### config.mk
export PLATFORM = sky130hd
export DESIGN_NAME = uart_rx_cfg
export DESIGN_NICKNAME = d
export VERILOG_FILES = /design/src/rtl/uart_rx_cfg.sv
export SDC_FILE = /design/constraint.sdc
export NUM_CORES = 1
export LEC_CHECK = 0
export ABC_AREA = 1
export CAP_MARGIN = 5
export CORE_AREA = 3 3 123 125
export CTS_BUF_LIST = sky130_fd_sc_hd__clkbuf_8 sky130_fd_sc_hd__clkbuf_16
export DETAILED_ROUTE_END_ITERATION = 10
export DIE_AREA = 0 0 126 128
export DONT_BUFFER_PORTS = 1
export PLACE_DENSITY_LB_ADDON = 0.25
export SLEW_MARGIN = 20
export SYNTH_ARGS = -nofsm -noshare
export SYNTH_HDL_FRONTEND = slang
export SYNTH_SLANG_ARGS = --single-unit
### constraint.sdc
create_clock -name clk -period 4.3 [get_ports clk]
set_input_delay 0.86 -clock clk [delete_from_list [all_inputs] [get_ports clk]]
set_output_delay 0.86 -clock clk [all_outputs]
set_load 0.1 [all_outputs]
### src/rtl/uart_rx_cfg.sv
// UART receiver with runtime baud divisor, optional parity, 1/2 stop bits,
// 3-sample majority voting per bit and a receive FIFO with valid/ready read-out.
module uart_rx_cfg #(
    parameter int DATA_BITS  = 8,
    parameter int DIV_W      = 16,
    parameter int FIFO_DEPTH = 4
) (
    input  logic                          clk,
    input  logic                          rst,
    input  logic                          rx,
    input  logic                          rx_en,
    input  logic [DIV_W-1:0]              cfg_div,
    input  logic [1:0]                    cfg_parity,
    input  logic                          cfg_stop2,
    output logic [DATA_BITS-1:0]          rx_data,
    output logic                          rx_perr,
    output logic                          rx_ferr,
    output logic                          rx_valid,
    input  logic                          rx_ready,
    output logic                          rx_overrun,
    input  logic                          ovr_clr,
    output logic                          rx_busy,
    output logic [$clog2(FIFO_DEPTH):0]   fifo_count,
    output logic [2:0]                    dbg_state
);
    localparam int PTR_W = $clog2(FIFO_DEPTH);
    localparam int BIT_W = $clog2(DATA_BITS);
    localparam int ENT_W = DATA_BITS + 2;

    typedef enum logic [2:0] {
        S_IDLE      = 3'd0,
        S_START     = 3'd1,
        S_DATA      = 3'd2,
        S_PARITY    = 3'd3,
        S_STOP      = 3'd4,
        S_WAIT_HIGH = 3'd5
    } state_t;

    state_t r_state, w_state_nxt;

    logic                 r_sync1, r_sync2;
    logic [DIV_W-1:0]     r_div, r_cnt;
    logic [1:0]           r_par;
    logic                 r_stop2;
    logic                 r_s0, r_s1;
    logic [DATA_BITS-1:0] r_shift;
    logic [BIT_W-1:0]     r_bit_idx;
    logic                 r_stop_idx;
    logic                 r_perr, r_ferr;

    logic                 w_rx;
    logic [DIV_W-1:0]     w_div_eff, w_half, w_s_lo, w_s_hi;
    logic                 w_bit_end, w_decide, w_maj;
    logic                 w_par_en, w_par_exp, w_last_data, w_last_stop;
    logic                 w_ferr_now, w_push;

    assign w_rx        = r_sync2;
    assign w_div_eff   = (cfg_div < DIV_W'(4)) ? DIV_W'(4) : cfg_div;
    assign w_half      = r_div >> 1;
    assign w_s_lo      = w_half - DIV_W'(1);
    assign w_s_hi      = w_half + DIV_W'(1);
    assign w_bit_end   = (r_cnt == r_div - DIV_W'(1));
    assign w_decide    = (r_cnt == w_s_hi);
    assign w_maj       = (r_s0 & r_s1) | (r_s0 & w_rx) | (r_s1 & w_rx);
    assign w_par_en    = r_par[0] ^ r_par[1];
    assign w_par_exp   = (^r_shift) ^ r_par[1];
    assign w_last_data = (r_bit_idx == BIT_W'(DATA_BITS - 1));
    assign w_last_stop = ~r_stop2 | r_stop_idx;
    assign w_ferr_now  = r_ferr | ~w_maj;

    always_ff @(posedge clk) begin
        if (rst) r_state <= S_IDLE;
        else     r_state <= w_state_nxt;
    end

    // The final stop decision leaves STOP immediately so a back-to-back start bit is not missed.
    always_comb begin
        w_state_nxt = r_state;
        w_push      = 1'b0;
        case (r_state)
            S_IDLE:      if (rx_en && !w_rx) w_state_nxt = S_START;
            S_START: begin
                if (w_decide && w_maj) w_state_nxt = S_IDLE;
                else if (w_bit_end)    w_state_nxt = S_DATA;
            end
            S_DATA:      if (w_bit_end && w_last_data) w_state_nxt = w_par_en ? S_PARITY : S_STOP;
            S_PARITY:    if (w_bit_end) w_state_nxt = S_STOP;
            S_STOP: begin
                if (w_decide && w_last_stop) begin
                    w_push      = 1'b1;
                    w_state_nxt = w_ferr_now ? S_WAIT_HIGH : S_IDLE;
                end
            end
            S_WAIT_HIGH: if (w_rx) w_state_nxt = S_IDLE;
            default:     w_state_nxt = S_IDLE;
        endcase
    end

    always_ff @(posedge clk) begin
        if (rst) begin
            r_sync1    <= 1'b1;
            r_sync2    <= 1'b1;
            r_div      <= DIV_W'(4);
            r_par      <= 2'b00;
            r_stop2    <= 1'b0;
            r_cnt      <= '0;
            r_s0       <= 1'b1;
            r_s1       <= 1'b1;
            r_shift    <= '0;
            r_bit_idx  <= '0;
            r_stop_idx <= 1'b0;
            r_perr     <= 1'b0;
            r_ferr     <= 1'b0;
        end else begin
            r_sync1 <= rx;
            r_sync2 <= r_sync1;
            if (r_state == S_IDLE || r_state == S_WAIT_HIGH) begin
                r_cnt      <= '0;
                r_bit_idx  <= '0;
                r_stop_idx <= 1'b0;
                r_perr     <= 1'b0;
                r_ferr     <= 1'b0;
                if (r_state == S_IDLE && w_state_nxt == S_START) begin
                    r_div   <= w_div_eff;
                    r_par   <= cfg_parity;
                    r_stop2 <= cfg_stop2;
                end
            end else begin
                r_cnt <= w_bit_end ? '0 : r_cnt + DIV_W'(1);
                if (r_cnt == w_s_lo) r_s0 <= w_rx;
                if (r_cnt == w_half) r_s1 <= w_rx;
                case (r_state)
                    S_DATA: begin
                        if (w_decide)  r_shift   <= {w_maj, r_shift[DATA_BITS-1:1]};
                        if (w_bit_end) r_bit_idx <= r_bit_idx + BIT_W'(1);
                    end
                    S_PARITY: if (w_decide) r_perr <= w_maj ^ w_par_exp;
                    S_STOP: begin
                        if (w_decide)  r_ferr     <= w_ferr_now;
                        if (w_bit_end) r_stop_idx <= 1'b1;
                    end
                    default: ;
                endcase
            end
        end
    end

    logic [ENT_W-1:0] r_mem [FIFO_DEPTH];
    logic [PTR_W-1:0] r_wr_ptr, r_rd_ptr;
    logic [PTR_W:0]   r_count;
    logic             r_overrun;
    logic             w_full, w_pop, w_wr, w_drop;
    logic [ENT_W-1:0] w_head;

    assign w_full = (r_count == (PTR_W+1)'(FIFO_DEPTH));
    assign w_pop  = (r_count != '0) & rx_ready;
    assign w_wr   = w_push & (~w_full | w_pop);
    assign w_drop = w_push & w_full & ~w_pop;

    always_ff @(posedge clk) begin
        if (w_wr) r_mem[r_wr_ptr] <= {r_shift, r_perr, w_ferr_now};
    end

    always_ff @(posedge clk) begin
        if (rst) begin
            r_wr_ptr  <= '0;
            r_rd_ptr  <= '0;
            r_count   <= '0;
            r_overrun <= 1'b0;
        end else begin
            if (w_wr)  r_wr_ptr <= r_wr_ptr + PTR_W'(1);
            if (w_pop) r_rd_ptr <= r_rd_ptr + PTR_W'(1);
            if (w_wr && !w_pop)      r_count <= r_count + (PTR_W+1)'(1);
            else if (!w_wr && w_pop) r_count <= r_count - (PTR_W+1)'(1);
            // A drop in the same cycle as a clear keeps the flag set.
            if (w_drop)       r_overrun <= 1'b1;
            else if (ovr_clr) r_overrun <= 1'b0;
        end
    end

    assign w_head     = r_mem[r_rd_ptr];
    assign rx_valid   = (r_count != '0);
    assign rx_data    = rx_valid ? w_head[ENT_W-1:2] : '0;
    assign rx_perr    = rx_valid & w_head[1];
    assign rx_ferr    = rx_valid & w_head[0];
    assign rx_overrun = r_overrun;
    assign rx_busy    = (r_state != S_IDLE);
    assign fifo_count = r_count;
    assign dbg_state  = r_state;
endmodule

Word level (Yosys, flattened, before mapping) --
Memories as Yosys holds them, arrays and structs flattened. A register that Yosys moved wholly into a read port is not among the register bits. Index checks and enable logic that the tools add are counted. W data, S select, Z words.
Operators by class: divide/modulo/power cells 0, add/sub/neg operators 9, reductions and logical operators 27, $lt $le $gt $ge 1, shifts and indexed selects 0, eq/ne operators 12, multiplexer cells 22, multipliers 0, bitwise operators 22
Operators by type and width (count):
- $eq A16 B16 Y1 | 3
- $mux W3 | 11
- $pmux W3 S6 | 1
- $add A15 B1 Y16 const B | 1
- $add A16 B1 Y16 const B | 1
- $eq A16 B15 Y1 | 1
- $lt A16 B3 Y1 const B | 1
- $mux W16 | 1
- $sub A15 B1 Y16 const B | 1
- $sub A16 B1 Y16 const B | 1
- $reduce_and A2 Y1 | 7
- $eq A3 B3 Y1 const B | 4
- $and A1 B1 Y1 | 9
- $mux W8 | 1
- $reduce_xor A8 Y1 | 1
- $logic_and A1 B1 Y1 | 7
- $add A3 B1 Y3 const B | 2
- $eq A3 B1 Y1 const B | 2
- $eq A3 B2 Y1 const B | 2
- $mux W1 | 6
- $reduce_bool A3 Y1 | 2
- $not A1 Y1 | 5
- $or A1 B1 Y1 | 5
- $add A2 B1 Y2 const B | 2
- other kinds (10) | 16
Storage, ports and cells: output and inout port bits 19, input bits 25, RAM bits 40, register bits after elaboration 64, bits in latches 0, logic and storage cells 112, memories kept 1, ROM bits 0
Memories:
- r_mem | words 4, width 10, rd ports 1, clocked after Yosys merged registers in 1, write ports 1, RTL line 148 | logic [ENT_W-1:0] r_mem [FIFO_DEPTH];

Longest topological paths before layout --
depth after elaboration 11, depth in mapped cells 22, gate-level depth less buffers 21

Worst setup path after synthesis --
OpenSTA, ideal clock, no wires.
path type flip-flop to output port, start point reg r_count[0], in the netlist fifo_count[0], end point out rx_data[0], path buffers 1, data required time 3.440 ns, cell stages (with the launch flop) 6, path slack -0.253 ns, data arrival time 3.693 ns, path through dfxtp_1 -> nor2_1 -> nand2_1 -> inv_1 -> clkbuf_1 -> a21oi_1
Between the ends: cells in the longest elaborated chain, start to end 2
RTL lines:
- start: declaration | RTL line 150 | logic [PTR_W:0] r_count;
- start signal: assignment | RTL line 173 | if (w_wr && !w_pop) r_count <= r_count + (PTR_W+1)'(1);
- start signal: assignment | RTL line 174 | else if (!w_wr && w_pop) r_count <= r_count - (PTR_W+1)'(1);
- $reduce_bool A3 Y1 | RTL line 182 | assign rx_valid = (r_count != '0);
- net rx_valid | RTL line 18 | output logic rx_valid,
- $mux W8 | RTL line 183 | assign rx_data = rx_valid ? w_head[ENT_W-1:2] : '0;
- end: declaration | RTL line 15 | output logic [DATA_BITS-1:0] rx_data,
The timed path passes the listed nets, and every way through them passes these cells.

Worst setup path after layout --
start point reg r_div[1], end point reg r_count[2], in the netlist fifo_count[2]
Between the ends: cells in the longest elaborated chain, start to end 9, elaborated cells on any way between the ends 11, classes of those cells add/sub: 1; eq/ne: 1; mux: 3; bitwise: 1; reduce/logical: 5
RTL lines:
- start: declaration | RTL line 42 | logic [DIV_W-1:0] r_div, r_cnt;
- start signal: assignment | RTL line 124 | r_div <= w_div_eff;
- $add A15 B1 Y16 * | RTL line 61 | assign w_s_hi = w_half + DIV_W'(1);
- $eq A16 B16 Y1 * | RTL line 63 | assign w_decide = (r_cnt == w_s_hi);
- $logic_and A1 B1 Y1 * | RTL line 89 | if (w_decide && w_last_stop) begin
- $mux W1 * | RTL line 89
- $mux W1 * | RTL line 80 | case (r_state)
- $and A1 B1 Y1 * | RTL line 157 | assign w_wr = w_push & (~w_full | w_pop);
- net w_wr | RTL line 152 | logic w_full, w_pop, w_wr, w_drop;
- $logic_not A1 Y1 | RTL line 174
- $logic_and A1 B1 Y1 | RTL line 174
- $reduce_bool A2 Y1 (no source line)
Mark *: on every way through the listed nets, which the timed path passes. The rest lies on a longest branch. A chain may end at the register's enable or synchronous reset.

==> PnR_summary.wiki <==
{| class="wikitable"
! Metric !! Value
|-
| Outcome || complete, no violations
|-
| Number of iterations in the first detailed-routing pass || 5
|-
| Clock power frac || 25.1%
|-
| CTS H-tree depth || 3
|-
| Final setup fails || 0
|-
| Critical path endpoint category || register
|-
| Path length in cells of the critical path || 21
|-
| Top-area cell type share of the netlist area || 21.0%
|-
| Final instance count without filler cells || 1047
|-
| Maximum VDD drop || 0.448 mV
|-
| Worst-path cell chain || inv_1, ha_1, inv_1, nand2_1, nand2_1, nand2_1, nand3b_1, nor3_1, nand3_1, nor2_1, nand3_1, nor2_2, nand3_2, inv_1, ha_1, inv_1, fa_1, a21oi_1, o21ai_0, o21ai_0, a21oi_1
|-
| WHS Path Cells || 1
|-
| Core ar. || about 14000 um^2
|-
| Final setup skew || roughly 0.006 ns
|-
| Post-synth top flop || sky130_fd_sc_hd__dfxtp_1
|-
| Cell accounting for the most synthesized area || sky130_fd_sc_hd__dfxtp_1
|-
| DR WL/cell || ~14 um
|-
| Path class of the lowest-slack min-delay path || reg2reg
|-
| Vert. Die Dim || 128 um
|-
| Slowest cell on the critical path || sky130_fd_sc_hd__dfxtp_1
|-
| Site Rows || between 40 and 50
|-
| Final weighted congestion in routability-driven placement || 0.915
|-
| Transition time at the pin with the least slew margin || 0.963 ns
|-
| Placed cells || 1031
|-
| Clock tree buffer depth || 2
|-
| Post-synthesis area per instance || 7.32 um^2
|-
| Final std cell area, no fill || 6890 um^2
|-
| Total power density per cell area || between 400 and 500 nW/um^2
|-
| Number of diodes added for antenna fixing || 0
|-
| Tmin final || 3.23 ns
|-
| Die ar. || 16100 um^2
|-
| Antenna violation net count after detailed routing || 0
|-
| CP Data Arrival Time || 3.47 ns
|-
| Clock slew at the register clock pins of the worst setup and hold paths || about 0.070 ns
|-
| Number of post-CTS setup repair buffers || 0
|-
| Io pins || 44
|-
| Count of cells resized by post-cts repair || 0
|-
| Die outline width || 126 um
|-
| Gate family responsible for the most delay along the worst path || simple AND/OR/NAND/NOR gates
|-
| Latest clock arrival within the worst-skew pair || 0.35 ns
|-
| Internal Power || 1.81 mW
|-
| First-pass GRT wire length || 24000 um
|-
| Max_cap viols || 0
|-
| Leading post-synthesis cells by cell area || sky130_fd_sc_hd__dfxtp_1 (21%), sky130_fd_sc_hd__edfxtp_1 (19%), sky130_fd_sc_hd__nand2_1 (9.1%)
|-
| Gr ovfl total || 0
|-
| CTS tree || built
|-
| Global routing usage summed across all routing layers || between 10% and 20%
|-
| Net count reported at finish || between 800 and 900
|-
| Final Max Slew Viols || 0
|-
| Count of flip-flops with a built-in enable after synthesis || 40
|-
| Setup repair after global routing missed its margin || false
|-
| Synth Cell Area || 6300 um^2
|-
| Number of storage elements in the synthesis netlist || around 110
|-
| Most Frequent Cell on Critical Path || sky130_fd_sc_hd__inv_1
|-
| Maximum fanout count along the critical path || 6
|-
| Logic depth of the worst register-to-register path || 21
|-
| Final sum of negative setup slack || 0 ns
|-
| Vias after detailed routing || 5294
|-
| Critical Setup Path Class || reg2reg
|-
| Fraction of power consumed by sequential logic || 31.8%
|-
| Start of the worst register-to-register path || r_div[1]$_SDFFE_PP0P_
|-
| Clk Tree Root Cell || sky130_fd_sc_hd__clkbuf_16
|-
| Port buffer count || 0
|-
| Crit start category || register
|-
| Share of synthesized flip-flops with an asynchronous set or reset || 0%
|-
| Switching part of the total power || 47.1%
|-
| Net count of the mapped netlist || 897
|-
| Inserted Clock Buffers || 9
|-
| Number of sinks handled by clock tree synthesis || about 110
|-
| Share of post-route cells with drive strength above 1 || 10.4%
|-
| Initial drt markers || 288
|-
| Top achievable clock speed || 309 MHz
|-
| Number of filler cells placed in the layout || 1432
|-
| Via count of the first global-routing pass || ~4.8k
|-
| Net switching power of the design || 1.62 mW
|-
| Number of buffers and inverters on the critical path || 4
|-
| Number of antenna violations at the first check in global routing || 0
|-
| HPWL Detailed || 11100 um
|-
| Final clock period utilization by the worst path || 75.2%
|-
| Sequential cell area fraction in the yosys report || about two fifths
|-
| Crit path largest cell delay || 0.39 ns
|-
| Placed cell area || 6570 um^2
|-
| Post-CTS Hold Buffers || 0
|-
| Worst setup path start || r_div[1]$_SDFFE_PP0P_
|-
| Comb pwr share || 43.1%
|-
| Post-Synthesis Cells || 860
|-
| DRC violations left || 0
|-
| Count of cell types in the netlist || 42
|-
| Effective utilization at floorplan || a little under half
|-
| Pin count of the biggest net entering global routing || 32
|-
| Most common cell after layout, fill and taps aside || sky130_fd_sc_hd__nand2_1
|-
| Final hold violation count || 0
|-
| Mean number of vias per cell || 5.06
|-
| Startpoint of the worst hold path || r_sync1$_SDFF_PP1_
|-
| Total chip power || around 3.4 mW
|-
| Count of synthesis-stage warnings from yosys || 0
|-
| Leakage power || 2.81 nW
|-
| Worst EP required || 4.54 ns
|-
| Final wirelength || 14600 um
|-
| Post-synthesis to final-layout area growth || 9.36%
|-
| Most frequent cells in the layout || sky130_fd_sc_hd__nand2_1 (153), sky130_fd_sc_hd__nor2_1 (144), sky130_fd_sc_hd__inv_1 (109), sky130_fd_sc_hd__dfxtp_1 (66), sky130_fd_sc_hd__o21ai_0 (61)
|-
| Worst slew slack as a fraction of its limit || 35.7%
|}
[Yosys cell counts (6+ instances only)]
| cell | n |
|---|---|
| sky130_fd_sc_hd__a21oi_1 | 46 |
| sky130_fd_sc_hd__nor4_1 | 6 |
| sky130_fd_sc_hd__nor2_1 | 144 |
| sky130_fd_sc_hd__nor2_2 | 10 |
| sky130_fd_sc_hd__o21ai_1 | 8 |
| sky130_fd_sc_hd__edfxtp_1 | 40 |
| sky130_fd_sc_hd__nand3_1 | 37 |
| sky130_fd_sc_hd__nand2_2 | 7 |
| sky130_fd_sc_hd__nor2_4 | 8 |
| sky130_fd_sc_hd__inv_1 | 108 |
| sky130_fd_sc_hd__dfxtp_1 | 66 |
| sky130_fd_sc_hd__nand3_2 | 6 |
| sky130_fd_sc_hd__xor2_1 | 23 |
| sky130_fd_sc_hd__nand4_1 | 18 |
| sky130_fd_sc_hd__nand3b_1 | 8 |
| sky130_fd_sc_hd__xnor2_1 | 23 |
| sky130_fd_sc_hd__clkbuf_1 | 18 |
| sky130_fd_sc_hd__o21ai_0 | 61 |
| sky130_fd_sc_hd__ha_1 | 11 |
| sky130_fd_sc_hd__nand2_1 | 153 |
| sky130_fd_sc_hd__nor3_1 | 12 |
[registers in the layout (all words and copies together) (netlist names), 2 cells and up, named ones only]
name and flops:
r_wr_ptr 2, dbg_state 3, fifo_count 3, r_cnt 16, r_rd_ptr 2, r_mem 40
r_par 2, r_shift 8, r_div 16, r_bit_idx 3
[kinds of logic after synthesis]
kind of cell	share of synthesized area, %
adders and majority gates	2.50
xor gates and xnor gates	6.40
and+or+nand+nor	30.9
DFF	40.1
muxes	0.159
AOI/OAI and AO/OA	10.6
buffers and inverters	9.32
[layout make-up]
cell class / instances / area [um^2] / share of cell area [%]
Clock buffer: 9 / 225 / 3.27
Clock inverter: 7 / 87.6 / 1.27
Timing Repair Buffer: 24 / 180 / 2.62
Sequential cell: 106 / 2520 / 36.6
Multi-Input combinational cell: 609 / 3230 / 46.8
Tap cell: 180 / 225 / 3.27
Inverter: 112 / 420 / 6.10
[routing by layer]
layer,wire (um),global-route usage [%]
met5,0,0
met4,398,7.82
met3,691,2.88
met2,6580,29.8
met1,6880,25.1
[path summary, 6_finish.rpt]
kind / endpoint / slack [ns]
setup / recovery: fifo_count[2]$_SDFFE_PP0P_ / 1.07
hold / removal: r_sync2$_SDFF_PP1_ / 0.42
setup reg to reg: fifo_count[2]$_SDFFE_PP0P_ / 1.07
hold reg to reg: r_sync2$_SDFF_PP1_ / 0.42
[stage by stage]
step | hold WS [ns] | worst slack [ns] | util [%]
floorplan | 0.389 | -0.253 | -
global placement | 0.405 | 1.19 | 47.0
detailed placement | 0.397 | 1.12 | 47.0
CTS | 0.422 | 1.09 | 49.2
global route | 0.431 | 0.672 | 49.2
finish | 0.419 | 1.07 | 49.2
[power groups by stage]
| stage | Sequential, mW | Clock [mW] | Combinational, mW |
|---|---|---|---|
| 2_1_floorplan | 1.20 | 0 | 1.09 |
| 3_3_place_gp | 1.11 | 0 | 1.49 |
| 3_5_place_dp | 1.11 | 0 | 1.49 |
| 4_1_cts | 1.09 | 0.879 | 1.49 |
| 5_1_grt | 1.09 | 0.918 | 1.56 |
| 6_report | 1.09 | 0.859 | 1.48 |
Note: power is estimated with default switching activity, not from simulation.
